`src/rtl/alu_share_arbiter.sv`:
```
// ---------------------------------------------------------------------------
// alu_share_arbiter
//
// Purpose:
//   Lets two requesters share one external ALU. Requests are arbitrated
//   round-robin. Operands are registered toward the ALU, and the result and
//   Zero flag are registered back. Only one transaction is in flight at a time.
//
// Optional feature (macro ALU_ARB_OPCHECK_EN):
//   When defined, op codes 8..15 are illegal. An illegal op bypasses the ALU,
//   which leaves the alu_* registers unchanged. It answers one cycle after
//   accept with rsp_result=0, rsp_zero=1 and rsp_err=1.
//   When undefined, every op is forwarded to the ALU and rsp_err is tied 0.
//
// Ports:
//   clk, reset                 clock, synchronous active-high reset
//   req_valid_i / req_ready_i  request handshake per requester (ready is comb.)
//   req_op_i/a_i/b_i/shamt_i   request payload per requester
//   rsp_valid_i / rsp_ready_i  response handshake per requester
//   rsp_result/zero/err        shared registered response bus
//   alu_op/a/b/shamt           registered operands to the ALU
//   alu_result/zero            ALU outputs, captured during EXEC
//
// State table:
//   IDLE | waiting for a request; grants one and latches its operands
//   EXEC | ALU evaluating the latched operands; result captured at cycle end
//   RESP | response presented to the granted requester until it is consumed
// ---------------------------------------------------------------------------
module alu_share_arbiter #(
  parameter int DATA_WIDTH = 32,
  parameter int OP_WIDTH   = 4
) (
  input  logic                  clk,
  input  logic                  reset,
  input  logic                  req_valid_0,
  input  logic                  req_valid_1,
  output logic                  req_ready_0,
  output logic                  req_ready_1,
  input  logic [OP_WIDTH-1:0]   req_op_0,
  input  logic [OP_WIDTH-1:0]   req_op_1,
  input  logic [DATA_WIDTH-1:0] req_a_0,
  input  logic [DATA_WIDTH-1:0] req_a_1,
  input  logic [DATA_WIDTH-1:0] req_b_0,
  input  logic [DATA_WIDTH-1:0] req_b_1,
  input  logic [4:0]            req_shamt_0,
  input  logic [4:0]            req_shamt_1,
  output logic                  rsp_valid_0,
  output logic                  rsp_valid_1,
  input  logic                  rsp_ready_0,
  input  logic                  rsp_ready_1,
  output logic [DATA_WIDTH-1:0] rsp_result,
  output logic                  rsp_zero,
  output logic                  rsp_err,
  output logic [OP_WIDTH-1:0]   alu_op,
  output logic [DATA_WIDTH-1:0] alu_a,
  output logic [DATA_WIDTH-1:0] alu_b,
  output logic [4:0]            alu_shamt,
  input  logic [DATA_WIDTH-1:0] alu_result,
  input  logic                  alu_zero
);

  typedef enum logic [1:0] {
    IDLE = 2'd0,
    EXEC = 2'd1,
    RESP = 2'd2
  } state_t;

  state_t state_q, state_d;

  logic                  last_grant_q;
  logic                  grant_id_q;
  logic                  grant_sel;
  logic                  accept;
  logic                  rsp_hs;
  logic                  op_illegal;
  logic [OP_WIDTH-1:0]   sel_op;
  logic [DATA_WIDTH-1:0] sel_a;
  logic [DATA_WIDTH-1:0] sel_b;
  logic [4:0]            sel_shamt;
  logic [DATA_WIDTH-1:0] rsp_result_q;
  logic                  rsp_zero_q;
  logic [OP_WIDTH-1:0]   alu_op_q;
  logic [DATA_WIDTH-1:0] alu_a_q;
  logic [DATA_WIDTH-1:0] alu_b_q;
  logic [4:0]            alu_shamt_q;

`ifdef ALU_ARB_OPCHECK_EN
  logic                  rsp_err_q;
`endif

  // Arbitration and request-side handshake
  always_comb begin
    // On a tie the requester that was not served last wins. A single request
    // wins whichever side it comes from.
    if (req_valid_0 && req_valid_1) begin
      grant_sel = ~last_grant_q;
    end else begin
      grant_sel = req_valid_1;
    end

    sel_op    = grant_sel ? req_op_1    : req_op_0;
    sel_a     = grant_sel ? req_a_1     : req_a_0;
    sel_b     = grant_sel ? req_b_1     : req_b_0;
    sel_shamt = grant_sel ? req_shamt_1 : req_shamt_0;

    // Readiness is held off during reset so no handshake completes while
    // the state register is being cleared.
    accept = (state_q == IDLE) && (req_valid_0 || req_valid_1) && !reset;

    req_ready_0 = accept && !grant_sel;
    req_ready_1 = accept &&  grant_sel;

`ifdef ALU_ARB_OPCHECK_EN
    op_illegal = (sel_op > OP_WIDTH'(7));
`else
    op_illegal = 1'b0;
`endif
  end

  // Response-side handshake
  always_comb begin
    rsp_valid_0 = (state_q == RESP) && !grant_id_q && !reset;
    rsp_valid_1 = (state_q == RESP) &&  grant_id_q && !reset;
    rsp_hs      = (rsp_valid_0 && rsp_ready_0) || (rsp_valid_1 && rsp_ready_1);
  end

  // Next-state logic
  always_comb begin
    state_d = state_q;
    case (state_q)
      IDLE: begin
        if (accept) begin
          state_d = op_illegal ? RESP : EXEC;
        end
      end
      EXEC: begin
        state_d = RESP;
      end
      RESP: begin
        if (rsp_hs) begin
          state_d = IDLE;
        end
      end
      default: begin
        state_d = IDLE;
      end
    endcase
  end

  always_ff @(posedge clk) begin
    if (reset) begin
      state_q      <= IDLE;
      last_grant_q <= 1'b1;
      grant_id_q   <= 1'b0;
      alu_op_q     <= '0;
      alu_a_q      <= '0;
      alu_b_q      <= '0;
      alu_shamt_q  <= '0;
      rsp_result_q <= '0;
      rsp_zero_q   <= 1'b0;
    end else begin
      state_q <= state_d;

      if (accept) begin
        grant_id_q <= grant_sel;
        // An illegal op never reaches the ALU. Its canned response is
        // written straight into the response registers.
        if (op_illegal) begin
          rsp_result_q <= '0;
          rsp_zero_q   <= 1'b1;
        end else begin
          alu_op_q    <= sel_op;
          alu_a_q     <= sel_a;
          alu_b_q     <= sel_b;
          alu_shamt_q <= sel_shamt;
        end
      end

      if (state_q == EXEC) begin
        rsp_result_q <= alu_result;
        rsp_zero_q   <= alu_zero;
      end

      if (rsp_hs) begin
        last_grant_q <= grant_id_q;
      end
    end
  end

`ifdef ALU_ARB_OPCHECK_EN
  always_ff @(posedge clk) begin
    if (reset) begin
      rsp_err_q <= 1'b0;
    end else if (accept) begin
      rsp_err_q <= op_illegal;
    end
  end

  assign rsp_err = rsp_err_q;
`else
  assign rsp_err = 1'b0;
`endif

  assign rsp_result = rsp_result_q;
  assign rsp_zero   = rsp_zero_q;
  assign alu_op     = alu_op_q;
  assign alu_a      = alu_a_q;
  assign alu_b      = alu_b_q;
  assign alu_shamt  = alu_shamt_q;

endmodule

```
`config.mk`:
```
export PLATFORM = sky130hd
export DESIGN_NAME = alu_share_arbiter
export DESIGN_NICKNAME = d
export VERILOG_FILES = /design/src/rtl/alu_share_arbiter.sv
export SDC_FILE = /design/constraint.sdc
export NUM_CORES = 1
export LEC_CHECK = 0
export CELL_PAD_IN_SITES_DETAIL_PLACEMENT = 0
export CELL_PAD_IN_SITES_GLOBAL_PLACEMENT = 1
export CORE_MARGIN = 2
export CORE_UTILIZATION = 26
export CTS_CLUSTER_SIZE = 25
export DETAILED_ROUTE_END_ITERATION = 10
export GPL_TIMING_DRIVEN = 1
export PLACE_DENSITY_LB_ADDON = 0.12
export SETUP_SLACK_MARGIN = 0.4
export SYNTH_ARGS = -nofsm -noshare
export SYNTH_HDL_FRONTEND = slang
export SYNTH_SLANG_ARGS = --single-unit
```
`constraint.sdc`:
```
create_clock -name clk -period 1.6 [get_ports clk]
set_input_delay 0.16 -clock clk [delete_from_list [all_inputs] [get_ports clk]]
set_output_delay 0.16 -clock clk [all_outputs]
set_load 0.01 [all_outputs]
```
==> run summary, run 1 <==
Mapped cell area: 4970 um2
CTS Sinks: 110
Global-route wire length before repair: 30,700 um
Ant diodes: 0
RSZ-0062 raised after global routing: yes
Post-Route Setup TNS: 0 ns
Lkg Pwr: 4.34 nW
Synth Flop Type: dfxtp_1
Status: complete, no violations
Number of distinct library cells after synthesis: 25
Peak supply drop: 498 uV
Total CTS buffers: 9
Syn Inst Count: 589
Hold path start: reset
Met3 GRT Util: 0.0491
Post-synth EDFFs: 0
GR Util All Layers: 0.197
Starting DRT DRC Count: 280
Vias per std cell: 4.84
Relative slew slack: 0.358
Power Total: 8.02 mW
Hold Path Class: input port to flip-flop
Count of final hold-check violations: 0
Largest net degree at the start of global routing: 71
Ports: 296
Clk buf depth: 2
Ys Warns: 0
Min Hold Slack: 0.193 ns
Multi-input gate area: 2490 um2
Synth top area cells: dfxtp_1 (44%), nand2_1 (16%), a311oi_2 (15%)
Dpl hpwl: 13,100 um
CP required: 1.44 ns
Clock Tree Root: clkbuf_16
DP Worst Slack: -0.286 ns
Setup slack after layout: 0.166 ns
Die Area: 20,200 um2
Die height: 142 um
DRT Pass-1 Iters: 4
Clk Latency, worst-skew pair: 0.36 ns
R2r setup slk: 0.18 ns
H-tree depth: 3
Filler Cell Count: 1,746
Count of pins over their slew limit: 0
CP Capture Type: primary output
Hold EP: last_grant_q
CTS clk-pin slew, worst paths: 0.07 ns
CP Data Arrival Time: 1.27 ns
Initial antenna violation count: 0
#FFs+latches synth: 110
FF-to-FF End: alu_op[2]
Buffers on Ports: 294
Hold-fix buffers, CTS: 0
Post-synth top area cell: dfxtp_1
Register area share after synthesis: 0.443
Sequential Area: 2210 um2
RePlAce Congestion: 0.803
Overflow after GRT: 0
CTS tree: yes
R2R depth: 5
Worst Setup SP: state_q[0]
Routed WL: 21,000 um
Layout cells sized above 1: 0.165
Top cell type's share of synthesized area: 0.443
# Max-Cap Violations: 0
Top-count cell post-synth: nand2_1
Num rows: 50
Total number of vias: 5,444
Fin Clk Skew: 0.0146 ns
Detail-routed net length per standard cell: 18.7 um
Max Fclk: 697 MHz
M1 GR Usage: 0.242
Layout Cells excl Fill: 1,124
Min Tclk post-route: 1.43 ns
CP Max Fanout: 4
WHS Path Cells: 4
Die X: 142 um
Worst-Margin Slew: 0.963 ns
Core area: 18,700 um2
Vias in the first global route: 5,505
Period utilisation layout: 0.896
DRC Markers: 0
Syn nets: 774
CP Class: flip-flop to primary output
PwrDens: 869 nW/um2
Asr flop ratio synth: 0
Reg-to-reg startpoint: state_q[0]
Met2 Usage GRT: 0.340
Most frequent cells after synthesis: nand2_1 (216), dfxtp_1 (110), a21oi_1 (109)
Starting Density: 0.266
Critical path startpoint category: flip-flop
Final setup violation count: 0
Syn-to-layout area delta: 85.6%
Syn Area/Cell: 8.43 um2
GRT busiest layer: met2
Dpl cells: 1,082
Nets: 1,070
Routed Antenna Nets: 0
==> layout make-up <==
cell class | count | area share
clock buffer | 9 | 0.0244
clock inverter | 7 | 0.0114
inverter | 2 | 0.00217
multi-input combinational | 415 | 0.270
sequential | 110 | 0.239
tap | 234 | 0.0318
timing repair buffer | 347 | 0.421
==> layer usage <==
metal / vias to the layer above / wire, um
met5: - / 0
met4: 0 / 231
met3: 12 / 1560
met2: 202 / 10300
met1: 2570 / 8860
li1: 2660 / -
==> critical path, cell delays in order, from the launching register on <==
cell and delay (ns):
dfxtp_2 0.34, nor3_4 0.25, nand2_2 0.10, nor2_1 0.09
buf_2 0.14
==> cells in the final DEF (no fill, tap or decap), drive strengths merged <==
cell | synthesis | layout
clkbuf | 24 | 13
a311oi | 73 | 73
clkinvlp | 0 | 1
nor2b | 1 | 1
and3 | 1 | 1
nor3 | 1 | 1
nand3 | 1 | 1
a21bo | 2 | 2
a21oi | 109 | 109
nand4b | 1 | 1
dlygate4sd2 | 0 | 47
nand2 | 216 | 216
buf | 38 | 56
nor2 | 3 | 3
o211ai | 1 | 1
inv | 2 | 3
clkdlybuf4s15 | 0 | 7
dlymetal6s2s | 0 | 52
nand2b | 2 | 2
bufinv | 0 | 2
clkdlybuf4s50 | 0 | 181
a21boi | 1 | 1
conb | 1 | 1
o31ai | 1 | 1
dfxtp | 110 | 110
clkinv | 0 | 3
or2 | 1 | 1
==> through the flow <==
step | util | instance area, um2
finish | 0.493 | 9220
global route | 0.493 | 9220
CTS | 0.477 | 8920
detailed placement | 0.436 | 8160
global placement | 0.436 | 8160
floorplan | - | 5040
==> registers in the layout (all words and copies together), names as in the netlist <==
register,count
alu_a,32
rsp_zero,1
rsp_result,32
alu_op,4
state_q,2
alu_b,32
grant_id_q,1
last_grant_q,1
alu_shamt,5
==> worst max path at each step <==
stage               depth (start not counted)             end  slack [ns]
floorplan                                   5  rsp_result[24]        0.39
global placement                            5     req_ready_0       -0.21
detailed placement                          7    alu_shamt[2]       -0.29
CTS                                         4     req_ready_0        0.11
global route                                4     req_ready_0        0.05
finish                                      4     req_ready_0        0.17
==> kinds of logic (layout without fill, tap and decap cells) <==
logic type	after synthesis	count (layout)	share of synthesized area
other	1	1	0.000755
AND/OR/NAND/NOR	227	227	0.177
flip-flops	110	110	0.443
AO/OA/AOI/OAI	187	187	0.310
buffers and inverters	64	365	0.0693
==> what timing repair did <==
item / in CTS / in global routing
endpoints found under the setup margin: 203 / 171
pin swaps: 5 / 4
gates cloned: 10 / 4
resized for setup: 111 / 82
buffers inserted: 8 / 4
==> power breakdown <==
part	switching [mW]	leakage, nW	total [mW]	internal, mW
combinational	1.06	3.28	2.37	1.30
clock	1.15	0.158	2.54	1.40
sequential	0.126	0.905	3.11	2.98
(Power assumes the default switching activity.)
==> run 2: changes to the inputs <==
- ABC_CLOCK_PERIOD_IN_PS: unset -> 1600
==> results of run 2 <==
No change in the layout: final DEF, timing and power equal those of run 1.
